`src/rtl/latealu_scheduler.sv`:
```
// Round-robin issue of two requesters onto the shared one-cycle srl/sra unit,
// with in-flight ownership tracking and a one-entry response buffer per requester.
module latealu_scheduler #(
   parameter int unsigned TAG_W = 4
) (
   input  logic              clk,
   input  logic              rst,
   input  logic              req0_valid,
   output logic              req0_ready,
   input  logic [5:0]        req0_op,
   input  logic [31:0]       req0_a0,
   input  logic [31:0]       req0_a1,
   input  logic [TAG_W-1:0]  req0_tag,
   input  logic              req1_valid,
   output logic              req1_ready,
   input  logic [5:0]        req1_op,
   input  logic [31:0]       req1_a0,
   input  logic [31:0]       req1_a1,
   input  logic [TAG_W-1:0]  req1_tag,
   output logic [5:0]        alu_op,
   output logic [31:0]       alu_a0,
   output logic [31:0]       alu_a1,
   input  logic [31:0]       alu_result,
   output logic              rsp0_valid,
   input  logic              rsp0_ready,
   output logic [31:0]       rsp0_result,
   output logic [TAG_W-1:0]  rsp0_tag,
   output logic              rsp0_illegal,
   output logic              rsp1_valid,
   input  logic              rsp1_ready,
   output logic [31:0]       rsp1_result,
   output logic [TAG_W-1:0]  rsp1_tag,
   output logic              rsp1_illegal,
   output logic              busy
);
   localparam int unsigned OP_W   = 6;
   localparam int unsigned DATA_W = 32;
   localparam logic [OP_W-1:0] OP_NOP = 6'b000000;
   localparam logic [OP_W-1:0] OP_SRL = 6'b000010;
   localparam logic [OP_W-1:0] OP_SRA = 6'b000011;

   logic                   inflight_v;
   logic                   inflight_src;
   logic                   inflight_illegal;
   logic [TAG_W-1:0]       inflight_tag;
   logic                   last_grant;

   logic [1:0]             rsp_v;
   logic [1:0]             rsp_ill;
   logic [1:0][DATA_W-1:0] rsp_res;
   logic [1:0][TAG_W-1:0]  rsp_tg;
   logic [1:0]             rsp_rdy;

   logic [1:0]             elig;
   logic [1:0]             grant;
   logic [OP_W-1:0]        sel_op;
   logic [DATA_W-1:0]      sel_a0;
   logic [DATA_W-1:0]      sel_a1;
   logic [TAG_W-1:0]       sel_tag;
   logic                   sel_legal;
   logic                   issue_legal;

   assign rsp_rdy = {rsp1_ready, rsp0_ready};

   // A requester is blocked by its own in-flight op or by an undrained response.
   always_comb begin
      elig    = '0;
      grant   = '0;
      elig[0] = rst && req0_valid && !(inflight_v && !inflight_src) && (!rsp_v[0] || rsp0_ready);
      elig[1] = rst && req1_valid && !(inflight_v && inflight_src) && (!rsp_v[1] || rsp1_ready);
      if (elig == 2'b11) begin
         grant = last_grant ? 2'b01 : 2'b10;
      end else begin
         grant = elig;
      end
   end

   assign req0_ready = grant[0];
   assign req1_ready = grant[1];

   // Steer the granted request; anything not srl/sra issues as a zeroed nop.
   always_comb begin
      sel_op  = req0_op;
      sel_a0  = req0_a0;
      sel_a1  = req0_a1;
      sel_tag = req0_tag;
      if (grant[1]) begin
         sel_op  = req1_op;
         sel_a0  = req1_a0;
         sel_a1  = req1_a1;
         sel_tag = req1_tag;
      end
      sel_legal   = (sel_op == OP_SRL) || (sel_op == OP_SRA);
      issue_legal = (|grant) && sel_legal;
      alu_op      = issue_legal ? sel_op : OP_NOP;
      alu_a0      = issue_legal ? sel_a0 : '0;
      alu_a1      = issue_legal ? sel_a1 : '0;
   end

   always_ff @(posedge clk or negedge rst) begin
      if (!rst) begin
         inflight_v       <= 1'b0;
         inflight_src     <= 1'b0;
         inflight_illegal <= 1'b0;
         inflight_tag     <= '0;
         last_grant       <= 1'b1;
      end else begin
         inflight_v <= |grant;
         if (|grant) begin
            inflight_src     <= grant[1];
            inflight_illegal <= !sel_legal;
            inflight_tag     <= sel_tag;
            last_grant       <= grant[1];
         end
      end
   end

   // A load and a drain of the same buffer never coincide; load takes priority anyway.
   always_ff @(posedge clk or negedge rst) begin
      if (!rst) begin
         rsp_v   <= '0;
         rsp_ill <= '0;
         rsp_res <= '0;
         rsp_tg  <= '0;
      end else begin
         for (int n = 0; n < 2; n++) begin
            if (inflight_v && (inflight_src == 1'(n))) begin
               rsp_v[n]   <= 1'b1;
               rsp_ill[n] <= inflight_illegal;
               rsp_res[n] <= inflight_illegal ? '0 : alu_result;
               rsp_tg[n]  <= inflight_tag;
            end else if (rsp_rdy[n]) begin
               rsp_v[n] <= 1'b0;
            end
         end
      end
   end

   assign rsp0_valid   = rsp_v[0];
   assign rsp0_result  = rsp_res[0];
   assign rsp0_tag     = rsp_tg[0];
   assign rsp0_illegal = rsp_ill[0];
   assign rsp1_valid   = rsp_v[1];
   assign rsp1_result  = rsp_res[1];
   assign rsp1_tag     = rsp_tg[1];
   assign rsp1_illegal = rsp_ill[1];

   assign busy = inflight_v | rsp_v[0] | rsp_v[1];

endmodule

```
`config.mk`:
```
export PLATFORM = sky130hd
export DESIGN_NAME = latealu_scheduler
export DESIGN_NICKNAME = d
export VERILOG_FILES = /design/src/rtl/latealu_scheduler.sv
export SDC_FILE = /design/constraint.sdc
export NUM_CORES = 1
export LEC_CHECK = 0
export ABC_CLOCK_PERIOD_IN_PS = 2200
export BUFFER_PORTS_ARGS = -buffer_cell sky130_fd_sc_hd__buf_4
export CORE_AREA = 2 2 130 132
export DETAILED_ROUTE_END_ITERATION = 10
export DIE_AREA = 0 0 132 134
export HOLD_SLACK_MARGIN = 0.08
export PLACE_DENSITY_LB_ADDON = 0.3
export SYNTH_ARGS = -nofsm -noshare
export SYNTH_HDL_FRONTEND = slang
export SYNTH_SLANG_ARGS = --single-unit
```
`constraint.sdc`:
```
create_clock -name clk -period 2.2 [get_ports clk]
set_input_delay 0.55 -clock clk [delete_from_list [all_inputs] [get_ports clk]]
set_output_delay 0.55 -clock clk [all_outputs]
set_load 0.01 [all_outputs]
```
# Word level (Yosys, flattened, before mapping)
# Cells that the tools add are included.
# totals
ff_bits	84
output_inout_bits	149
# classes
n_eq_ne	3
n_mux	14
n_bitwise	3
reduce_logical	22
# op_table
op	n
$mux 32	5
$eq 6x2->1 const B	2
$mux 6	2
$logic_and 1x1->1	10
$logic_not 1->1	6
$mux 1	4
$mux 2	2
$mux 4	1
$reduce_bool 2->1	2
$logic_or 1x1->1	3
$eq 2x2->1 const B	1
$or 1x1->1	2
$reduce_or 2->1	1
$not 1->1	1

# Depth between registers and ports, before layout
# Gate-level depths: netlist of run 1.
# depth
word_depth	12
mapped_depth	7

# Worst setup path after synthesis of run 1
# OpenSTA, ideal clock, no wires.
# synth_timing
path_kind	input -> output
startpoint	in rsp1_ready
endpoint	out alu_a1[10]
t_arrival_ns	1.731
required_ns	1.650
setup_slack_ns	-0.081
stages	7
path_cell_list	nand2b_1 and4_1 buf_4 nand4_1 buf_2 buf_4 a22oi_1
# synth_via
elab_chain_len	9
# synth_rtl
element	line_no	source
start, declared	30	input logic rsp1_ready,
$logic_or 1x1->1 (*)	70	elig[1] = rst && req1_valid && !(inflight_v && inflight_src) && (!rsp_v[1] || rsp1_ready);
$logic_and 1x1->1 (*)	70	
$eq 2x2->1	71	if (elig == 2'b11) begin
$mux 2 (*)	71	
$mux 6	87	if (grant[1]) begin
$eq 6x2->1	93	sel_legal = (sel_op == OP_SRL) || (sel_op == OP_SRA);
$logic_or 1x1->1	93	
$logic_and 1x1->1	94	issue_legal = (|grant) && sel_legal;
$mux 32 (*)	97	alu_a1 = issue_legal ? sel_a1 : '0;
end, declared	22	output logic [31:0] alu_a1,
# Every way passes the cells marked *; elsewhere a longest branch is shown, timed or not.

# Worst setup path in the final report of run 1
# layout_timing
startpoint	in req1_op[2]
endpoint	out alu_a1[26]
# layout_via
elab_chain_len	5
# layout_rtl
element	line_no	source
start, declared	16	input logic [5:0] req1_op,
$mux 6 (*)	87	
$eq 6x2->1	93	
$logic_or 1x1->1 (*)	93	
$logic_and 1x1->1 (*)	94	
$mux 32 (*)	97	
# Marks and branches as above.

==> results of run 1 <==
-- cells in the final DEF (no fill, tap or decap), types with 3 or more instances in the layout --
cell type / instances
mux2_2: 10
conb_1: 4
a22oi_1: 5
buf_12: 9
or3_1: 4
nand2_1: 66
buf_6: 10
nand3_1: 65
nand2b_1: 32
diode_2: 3
buf_16: 6
buf_4: 354
a22oi_2: 60
o21ai_0: 105
clkbuf_16: 12
o21ai_1: 23
nand2b_4: 3
o221a_1: 4
dfrtp_1: 83
-- worst max path at each step --
stage / from / endpoint / slack [ns] / depth (start not counted)
after floorplan: rsp1_ready / alu_a1[13] / 0.005 / 7
after global placement: req1_op[2] / alu_op[0] / -0.38 / 7
after detailed placement: req1_op[2] / alu_op[0] / -0.31 / 7
after CTS: inflight_v / alu_a0[1] / -0.35 / 8
after global routing: inflight_v / alu_a1[19] / -0.41 / 8
final: req1_op[2] / alu_a1[26] / -0.33 / 8
-- metrics by stage --
| stage | setup TNS [ns] | util, % |
|---|---|---|
| 2_1_floorplan | 0 | - |
| 3_3_place_gp | -17.31 | 47.0 |
| 3_5_place_dp | -17.18 | 47.0 |
| 4_1_cts | -21.25 | 51.9 |
| 5_1_grt | -24.71 | 52.5 |
| 6_report | -19.51 | 52.6 |
-- area by class of cell --
class                      count  area share (%)
multi-input combinational    404            30.9
antenna                        3          0.0877
tap                          220            3.21
inverter                       1          0.0438
clock inverter                 5           0.701
timing repair buffer         384            37.6
sequential                    84            24.6
clock buffer                  11            2.84
-- sequential cells by signal (all words and copies together), names as in the netlist --
register          cells
rsp_v                 2
rsp1_result          32
inflight_tag          4
last_grant            1
rsp0_result          32
inflight_v            1
rsp1_tag              4
rsp0_tag              4
inflight_src          1
rsp_ill               2
inflight_illegal      1
-- worst max-delay path, stage by stage --
cell     delay (ns)
buf_4          0.11
nor4_1         0.29
buf_4          0.16
nand4_1        0.13
buf_6          0.19
buf_12         0.17
a22oi_2        0.21
buf_4          0.15
-- where the power goes --
part / switching [mW] / leakage (nW) / internal (mW)
combinational: 1.04 / 2.69 / 1.03
sequential: 0.160 / 1.11 / 1.80
clock: 0.624 / 0.146 / 0.915
total: 1.83 / 3.94 / 3.74
-- what timing repair did --
item / CTS / global route
gates cloned: 6 / 4
setup buffers: 14 / 0
gates resized for setup: 61 / 26
pin swaps: 30 / 25
endpoints found under the setup margin: 68 / 68
-- cell families after synthesis --
group / Yosys count / synth area share (%)
buffers and inverters: 67 / 6.49
AOI/OAI and AO/OA: 202 / 26.0
and+or+nand+nor: 188 / 20.0
muxes: 10 / 2.41
other: 1 / 0.0803
DFF: 84 / 45.1
-- routing by layer --
layer	part of all wire [%]	global-route usage, %	vias up
li1	-	-	2648
met4	3.3	8.09	0
met1	40	26.0	2639
met2	49	36.7	253
met5	0	0	-
met3	7.3	5.48	36
==> reports/results.ini, run 1 <==
[setup_path]
required_ns = 1.65
path_class = in2out
reg2reg_from = inflight_v
worstPathArrival_ns = 1.98
cp-start-kind = input port
r2r_cells = 8
reg2reg_slack_ns = 0.37
end_kind = output pin
worstPathMaxFanout = 16
reg2reg_to = inflight_tag[0]

[cts]
clock_path_buffers = 2
cts_tree = done
insertion_delay_ns = 0.34
htreeDepth = 3
hold_buffers = 0
cts_sinks = 84
cts_root_buffer = clkbuf_16
cts_buffers = 9
clkTransAtPathRegs_ns = 0.06

[synthesis]
synth_top_area_cell = dfrtp_1
ys_top_cells_by_count = 129 x o21ai_0, 83 x dfrtp_1, 67 x nand2_1
synth_area_per_cell_sq_um = 8.46
synth_seq_cells = 84
synthCells = 552
synth_ff_type = dfrtp_1
synth_top_area_share_pct = 44.5
synth_area_sq_um = 4670
synth-seq-area-share_pct = 45.1
synth_edf_count = 0
yosys.cell_count.top_type = o21ai_0
ys_types = 32
synth_area_leaders = dfrtp_1 44%, o21ai_0 14%, a22oi_1 10%
synth-warning-count = 0
ys_async_sr_fraction_pct = 100

[timing]
finalCriticalPeriod_ns = 2.53
fin_skew_ns = 0.00714
finalHoldViolCount = 0
rsz0062_at_grt = true
max_freq_ghz = 0.396
setup_viol = 68
holdWs_ns = 0.312
relSlewSlack_pct = 49.6
drv_slew = 0
fin_crit_sh_pct = 115
setup_slack_ns = -0.328
tightest_slew_ns = 0.756

[outcome]
outcome = finished, violations left
violations = setup timing

[detailed_routing]
wl_per_cell_um = 18.3
drt_wl_total_um = 20300
viasPerCell = 5.01
vias = 5576
first_pass_iters = 4
drc_errors = 0
antenna_left = 0
drt_iter0_markers = 263

[die]
core_area_sq_um = 16300
rows = 47
initial_utilization_pct = 28.7
io_pins = 335
chipWidth_um = 132
die_h_um = 134
dieArea_sq_um = 17700

[grt]
grt-ovfl-total = 0
grt_max_degree = 63
antenna_found_initial = 3
grt_pass1_wl_um = 29900
grt_pass1_vias = 5400
track_usage_pct = 21.4

[finish]
instances_no_fill = 1112
final_area_sq_um = 8560
multiInputGateArea_sq_um = 2650
fin_nets = 1070
seqCellArea_sq_um = 2100
layout-drive-gt1-share_pct = 54.7
fillCellCount = 1555
syn2layout_area_growth_pct = 83.4

[placement]
place_congestion = 0.863
hpwl_um = 14100
portBuffers = 330
dp.cells = 1070
placed_cell_area_sq_um = 7660
pre_cts_slack_ns = -0.311

[power_and_ir_drop]
vdd_drop_max_mv = 0.281
powerDensity_nw_per_um2 = 651
total_power_mw = 5.57
power_leakage_nw = 3.94

[min_path]
hold_path_class = in2async

[flow_run]
maxCapViolations = 0

Note: power is estimated with default switching activity, not from simulation.
==> run 2: changes to the inputs <==
Settings changed: CAP_MARGIN set to 40, CTS_CLUSTER_SIZE set to 10, SKIP_CTS_REPAIR_TIMING set to 1.
==> reports/results.ini, run 2 (synthesis results as in run 1) <==
[cts]
cts_root_buffer = clkbuf_16
htreeDepth = 3  ; unchanged
cts_buffers = 9  ; unchanged
cts_tree = done
cts_sinks = 84  ; unchanged
clkTransAtPathRegs_ns = 0.06  ; about the same
clock_path_buffers = 2  ; unchanged
insertion_delay_ns = 0.34  ; about the same

[finish]
instances_no_fill = 1098  ; -1.3%
fin_nets = 1057  ; -1.2%
final_common_cell = buf_4
fin_util_pct = 50.4  ; -2.2 points
final_cell_mix = 351 x buf_4, 127 x o21ai_0, 83 x dfrtp_1, 67 x nand2_1, 65 x nand3_1
syn2layout_area_growth_pct = 75.8
final_area_sq_um = 8210  ; -4.2%
layout-drive-gt1-share_pct = 50.9  ; -3.8 points

[placement]
place_congestion = 0.863  ; unchanged
portBuffers = 330  ; unchanged
placed_cell_area_sq_um = 7660  ; unchanged
hpwl_um = 14100  ; unchanged
pre_cts_slack_ns = -0.311  ; unchanged
dp.cells = 1070  ; unchanged

[setup_path]
worstPathMaxFanout = 15  ; -1
r2r_cells = 6  ; -2
cp-start-kind = register
timing.critical_path.depth = 7  ; -1
path_cells = nand2_2, and4_4, nand4_1, buf_4, clkbuf_16, a22oi_2, buf_4
reg2reg_to = inflight_tag[0]
crit_path_end = alu_a1[16]
reg2reg_slack_ns = 0.42  ; +0.05 ns
reg2reg_from = inflight_src
startpoint = inflight_v
crit_buf_inv = 3  ; -2
end_kind = output pin
required_ns = 1.65  ; about the same
critPathMostFrequentCell = buf_4
worstPathArrival_ns = 2.06  ; +0.08 ns
path_delay_family = simple AND/OR/NAND/NOR gates
slowest_stage = dfrtp_1
slowest_delay_ns = 0.43  ; +0.14 ns
path_class = reg2out

[die]
initial_utilization_pct = 28.7  ; unchanged
die_h_um = 134  ; unchanged
core_area_sq_um = 16300  ; unchanged
io_pins = 335  ; unchanged
rows = 47  ; unchanged
chipWidth_um = 132  ; unchanged
dieArea_sq_um = 17700  ; unchanged

[detailed_routing]
viasPerCell = 5.00  ; -0.38%
vias = 5485  ; -1.6%
drt_iter0_markers = 237  ; -9.9%
drt_wl_total_um = 19900  ; -2.0%
wl_met3_um = 1440  ; -3.2%
drc_errors = 0  ; unchanged
wl_per_cell_um = 18.1  ; -0.78%
topRoutingLayerUsed = met4
first_pass_iters = 4  ; unchanged
dr_wl_met2_um = 9740  ; -2.9%
wl_met1_um = 8130  ; unchanged
antenna_left = 0  ; unchanged

[timing]
finalHoldViolCount = 0  ; unchanged
holdWs_ns = 0.293  ; -0.0186 ns
setup_slack_ns = -0.413  ; -0.0849 ns
tns_ns = -23.19  ; -3.68 ns
fin_crit_sh_pct = 119  ; +3.9 points
drv_slew = 0  ; unchanged
rsz0062_at_grt = true
relSlewSlack_pct = 49.6  ; about the same
fin_skew_ns = 0.00710  ; -0.0000410 ns
setup_viol = 68  ; unchanged
finalCriticalPeriod_ns = 2.61  ; +0.0849 ns
max_freq_ghz = 0.383  ; -3.2%
tightest_slew_ns = 0.755  ; -0.000300 ns

[grt]
grt_pass1_vias = 5208  ; -3.6%
track_usage_pct = 20.2  ; -1.2 points
grt-ovfl-total = 0  ; unchanged
grt_max_degree = 63  ; unchanged
grt_pass1_wl_um = 28400  ; -4.8%
antenna_found_initial = 2  ; -1

[power_and_ir_drop]
total_power_mw = 5.46  ; -2.0%
clkPwrFrac_pct = 28.1  ; +0.5 points
pwr-share-comb_pct = 36.0  ; -1.2 points
powerDensity_nw_per_um2 = 666  ; +2.3%
p_sw_share_pct = 32.7  ; -0.13 points
vdd_drop_max_mv = 0.280  ; -0.21%
internal_power_mw = 3.68  ; -1.8%
power_leakage_nw = 3.82  ; -3.2%
pwr-share-seq_pct = 35.9  ; +0.7 points
p_switching_mw = 1.78  ; -2.3%

[outcome]
violations = setup timing
outcome = finished, violations left

[min_path]
hold_path_class = in2async

[flow_run]
maxCapViolations = 0  ; unchanged

[run 2: cell count changes in the layout (fill, tap and decap cells not counted), moves of 3 or more]
cell / previous run / this run
a22oi_1: 5 / 28
a22oi_2: 60 / 37
o21ai_0: 105 / 127
o21ai_1: 23 / 3
buf_6: 10 / 3
buf_16: 6 / 0
buf_4: 354 / 351
[run 2: worst min path at each step]
stage                     from                to  slack, ns  cells past startpoint
2_1_floorplan              rst  inflight_illegal       0.25                      0
3_3_place_gp   rsp1_result[11]   rsp1_result[11]       0.46                      2
3_5_place_dp   rsp0_result[24]   rsp0_result[24]       0.47                      2
4_1_cts                    rst      inflight_src       0.29                      2
5_1_grt                    rst   inflight_tag[2]       0.31                      2
6_report                   rst   inflight_tag[2]       0.29                      2
[run 2: cell type report]
cell class	instances	area [sq um]
Antenna cell	2	5.00
Clock buffer	11	243
Fill cell	1583	8080
Multi-Input combinational cell	405	2510
Timing Repair Buffer	370	3010
Sequential cell	84	2100
Inverter	1	3.75
Tap cell	220	275
Clock inverter	5	60.1
[run 2: layer usage]
metal | up-vias | GRT usage [%]
met2 | 228 | 33.4
met4 | 0 | 7.67
met5 | - | 0
met3 | 34 | 5.40
li1 | 2613 | -
met1 | 2610 | 25.3
[run 2: worst register-to-register path: stages, from the launching register on]
cell	delay (ns)
dfrtp_1	0.42
nand2b_2	0.27
and3_4	0.24
buf_8	0.16
buf_4	0.14
or3_1	0.31
o221a_1	0.13
[run 2: power by group through the flow]
stage	Combinational, mW	Clock, mW	Sequential, mW
final	1.97	1.54	1.96
after detailed placement	1.87	0	1.99
after global routing	2.12	1.66	1.99
after floorplan	0.787	0	2.06
after global placement	1.85	0	1.98
after CTS	1.87	1.57	1.96
==> run 3: changes to the inputs <==
Settings changed: BUFFER_PORTS_ARGS -buffer_cell sky130_fd_sc_hd__buf_4 to -buffer_cell sky130_fd_sc_hd__buf_2, RECOVER_POWER set to 25.
==> reports/results.ini, run 3 (synthesis results as in run 1) <==
[setup_path]
path_delay_family = flip-flops
path_class = reg2out
crit_buf_inv = 2  ; -1
worstPathMaxFanout = 23  ; +8
slowest_delay_ns = 0.53  ; +0.10 ns
cp-start-kind = register
slowest_stage = dfstp_2
required_ns = 1.65  ; about the same
critPathMostFrequentCell = and3_4
worstPathArrival_ns = 1.99  ; -0.07 ns
end_kind = output pin
path_cells = and3_4, and3_4, clkbuf_16, o21ai_0, a22oi_1, buf_2

[placement]
pre_cts_slack_ns = -0.280  ; +0.0316 ns
place_congestion = 0.822  ; -4.8%
portBuffers = 330  ; unchanged
placed_cell_area_sq_um = 6860  ; -10%
dp.cells = 1077  ; +0.65%
hpwl_um = 13500  ; -3.9%

[power_and_ir_drop]
vdd_drop_max_mv = 0.352  ; +26%
power_leakage_nw = 3.69  ; -3.3%
p_sw_share_pct = 33.4  ; +0.77 points
clkPwrFrac_pct = 29.7  ; +1.6 points
pwr-share-seq_pct = 37.4  ; +1.5 points
pwr-share-comb_pct = 32.9  ; -3.1 points
p_switching_mw = 1.76  ; -1.6%
total_power_mw = 5.25  ; -3.8%
powerDensity_nw_per_um2 = 704  ; +5.8%
internal_power_mw = 3.50  ; -4.9%

[timing]
tightest_slew_ns = 1.56  ; +0.806 ns
setup_slack_ns = -0.341  ; +0.0722 ns
fin_crit_sh_pct = 115  ; -3.3 points
drv_slew = 30  ; +30
finalCriticalPeriod_ns = 2.54  ; -0.0722 ns
relSlewSlack_pct = -4.07  ; -54 points
max_freq_ghz = 0.394  ; +2.8%
fin_skew_ns = 0.00637  ; -0.000726 ns
rsz0062_at_grt = true
setup_viol = 68  ; unchanged
finalHoldViolCount = 0  ; unchanged

[detailed_routing]
drt_iter0_markers = 178  ; -25%
vias = 5421  ; -1.2%
first_pass_iters = 4  ; unchanged
antenna_left = 0  ; unchanged
drc_errors = 0  ; unchanged
drt_wl_total_um = 18300  ; -8.3%
viasPerCell = 4.90  ; -2.0%
wl_per_cell_um = 16.5  ; -9.1%

[die]
dieArea_sq_um = 17700  ; unchanged
initial_utilization_pct = 28.7  ; unchanged
die_h_um = 134  ; unchanged
io_pins = 335  ; unchanged
rows = 47  ; unchanged
chipWidth_um = 132  ; unchanged
core_area_sq_um = 16300  ; unchanged

[finish]
final_cell_mix = 328 x buf_2, 124 x o21ai_0, 81 x dfrtp_1, 67 x nand2_1, 65 x nand3_1
instances_no_fill = 1107  ; +0.82%
fin_util_pct = 45.8  ; -4.6 points
final_area_sq_um = 7460  ; -9.1%
syn2layout_area_growth_pct = 59.8
fillCellCount = 1635  ; +3.3%
final_common_cell = buf_2
layout-drive-gt1-share_pct = 51.5  ; +0.62 points
fin_nets = 1062  ; +0.47%

[grt]
grt-ovfl-total = 0  ; unchanged
grt_pass1_vias = 5046  ; -3.1%
grt_max_degree = 66  ; +4.8%
antenna_found_initial = 8  ; +6
track_usage_pct = 19.3  ; -0.94 points
grt_pass1_wl_um = 27100  ; -4.8%

[cts]
cts_root_buffer = clkbuf_16
cts_tree = done
cts_sinks = 84  ; unchanged
clkTransAtPathRegs_ns = 0.06  ; about the same
htreeDepth = 3  ; unchanged
cts_buffers = 9  ; unchanged
insertion_delay_ns = 0.33  ; about the same
clock_path_buffers = 2  ; unchanged

[flow_run]
maxCapViolations = 1  ; +1

[outcome]
outcome = finished, violations left
violations = capacitance limit, slew limit, setup timing

[min_path]
hold_path_class = in2async

## run 3: path summary, 6_finish.rpt
check / from / endpoint / slack (ns) / depth (start not counted)
setup / recovery: last_grant / alu_a0[1] / -0.34 / 6
hold / removal: rst / last_grant / 0.37 / 2
setup reg to reg: inflight_v / inflight_tag[1] / 0.27 / 7
hold reg to reg: rsp0_result[13] / rsp0_result[13] / 0.47 / 2
max in group asynchronous: rst / rsp0_result[12] / 0.55 / 2
min in group clk: rsp0_result[13] / rsp0_result[13] / 0.47 / 2
## run 3: final cells by class
class	instances	area, sq um	area share [%]
multi-input cells	404	2540	34.0
repair buffers	376	2210	29.6
flip-flops and latches	84	2110	28.2
well taps	220	275	3.69
clock buffers	11	253	3.39
clock inverters	5	57.6	0.772
diodes	6	15.0	0.201
inverters	1	3.75	0.0503
## run 3: power groups by stage
stage	Clock, mW	Combinational, mW	Sequential [mW]
after floorplan	0	0.787	2.06
after global placement	0	1.61	1.97
after detailed placement	0	1.62	1.98
after CTS	1.61	1.62	1.95
after global routing	1.68	1.91	2.00
final	1.56	1.73	1.96
## run 3: per-layer routing
metal	wire (um)	vias to the layer above	GRT usage, %
li1	-	2634	-
met1	7450	2545	23.8
met2	9100	223	31.9
met3	1430	17	6.01
met4	253	2	6.70
met5	10	-	0
## run 3: stage by stage
| stage | TNS (ns) | hold slack [ns] |
|---|---|---|
| 6_report | -18.99 | 0.374 |
| 3_5_place_dp | -13.95 | 0.465 |
| 5_1_grt | -25.08 | 0.376 |
| 2_1_floorplan | 0 | 0.254 |
| 3_3_place_gp | -14.60 | 0.456 |
| 4_1_cts | -24.29 | 0.272 |
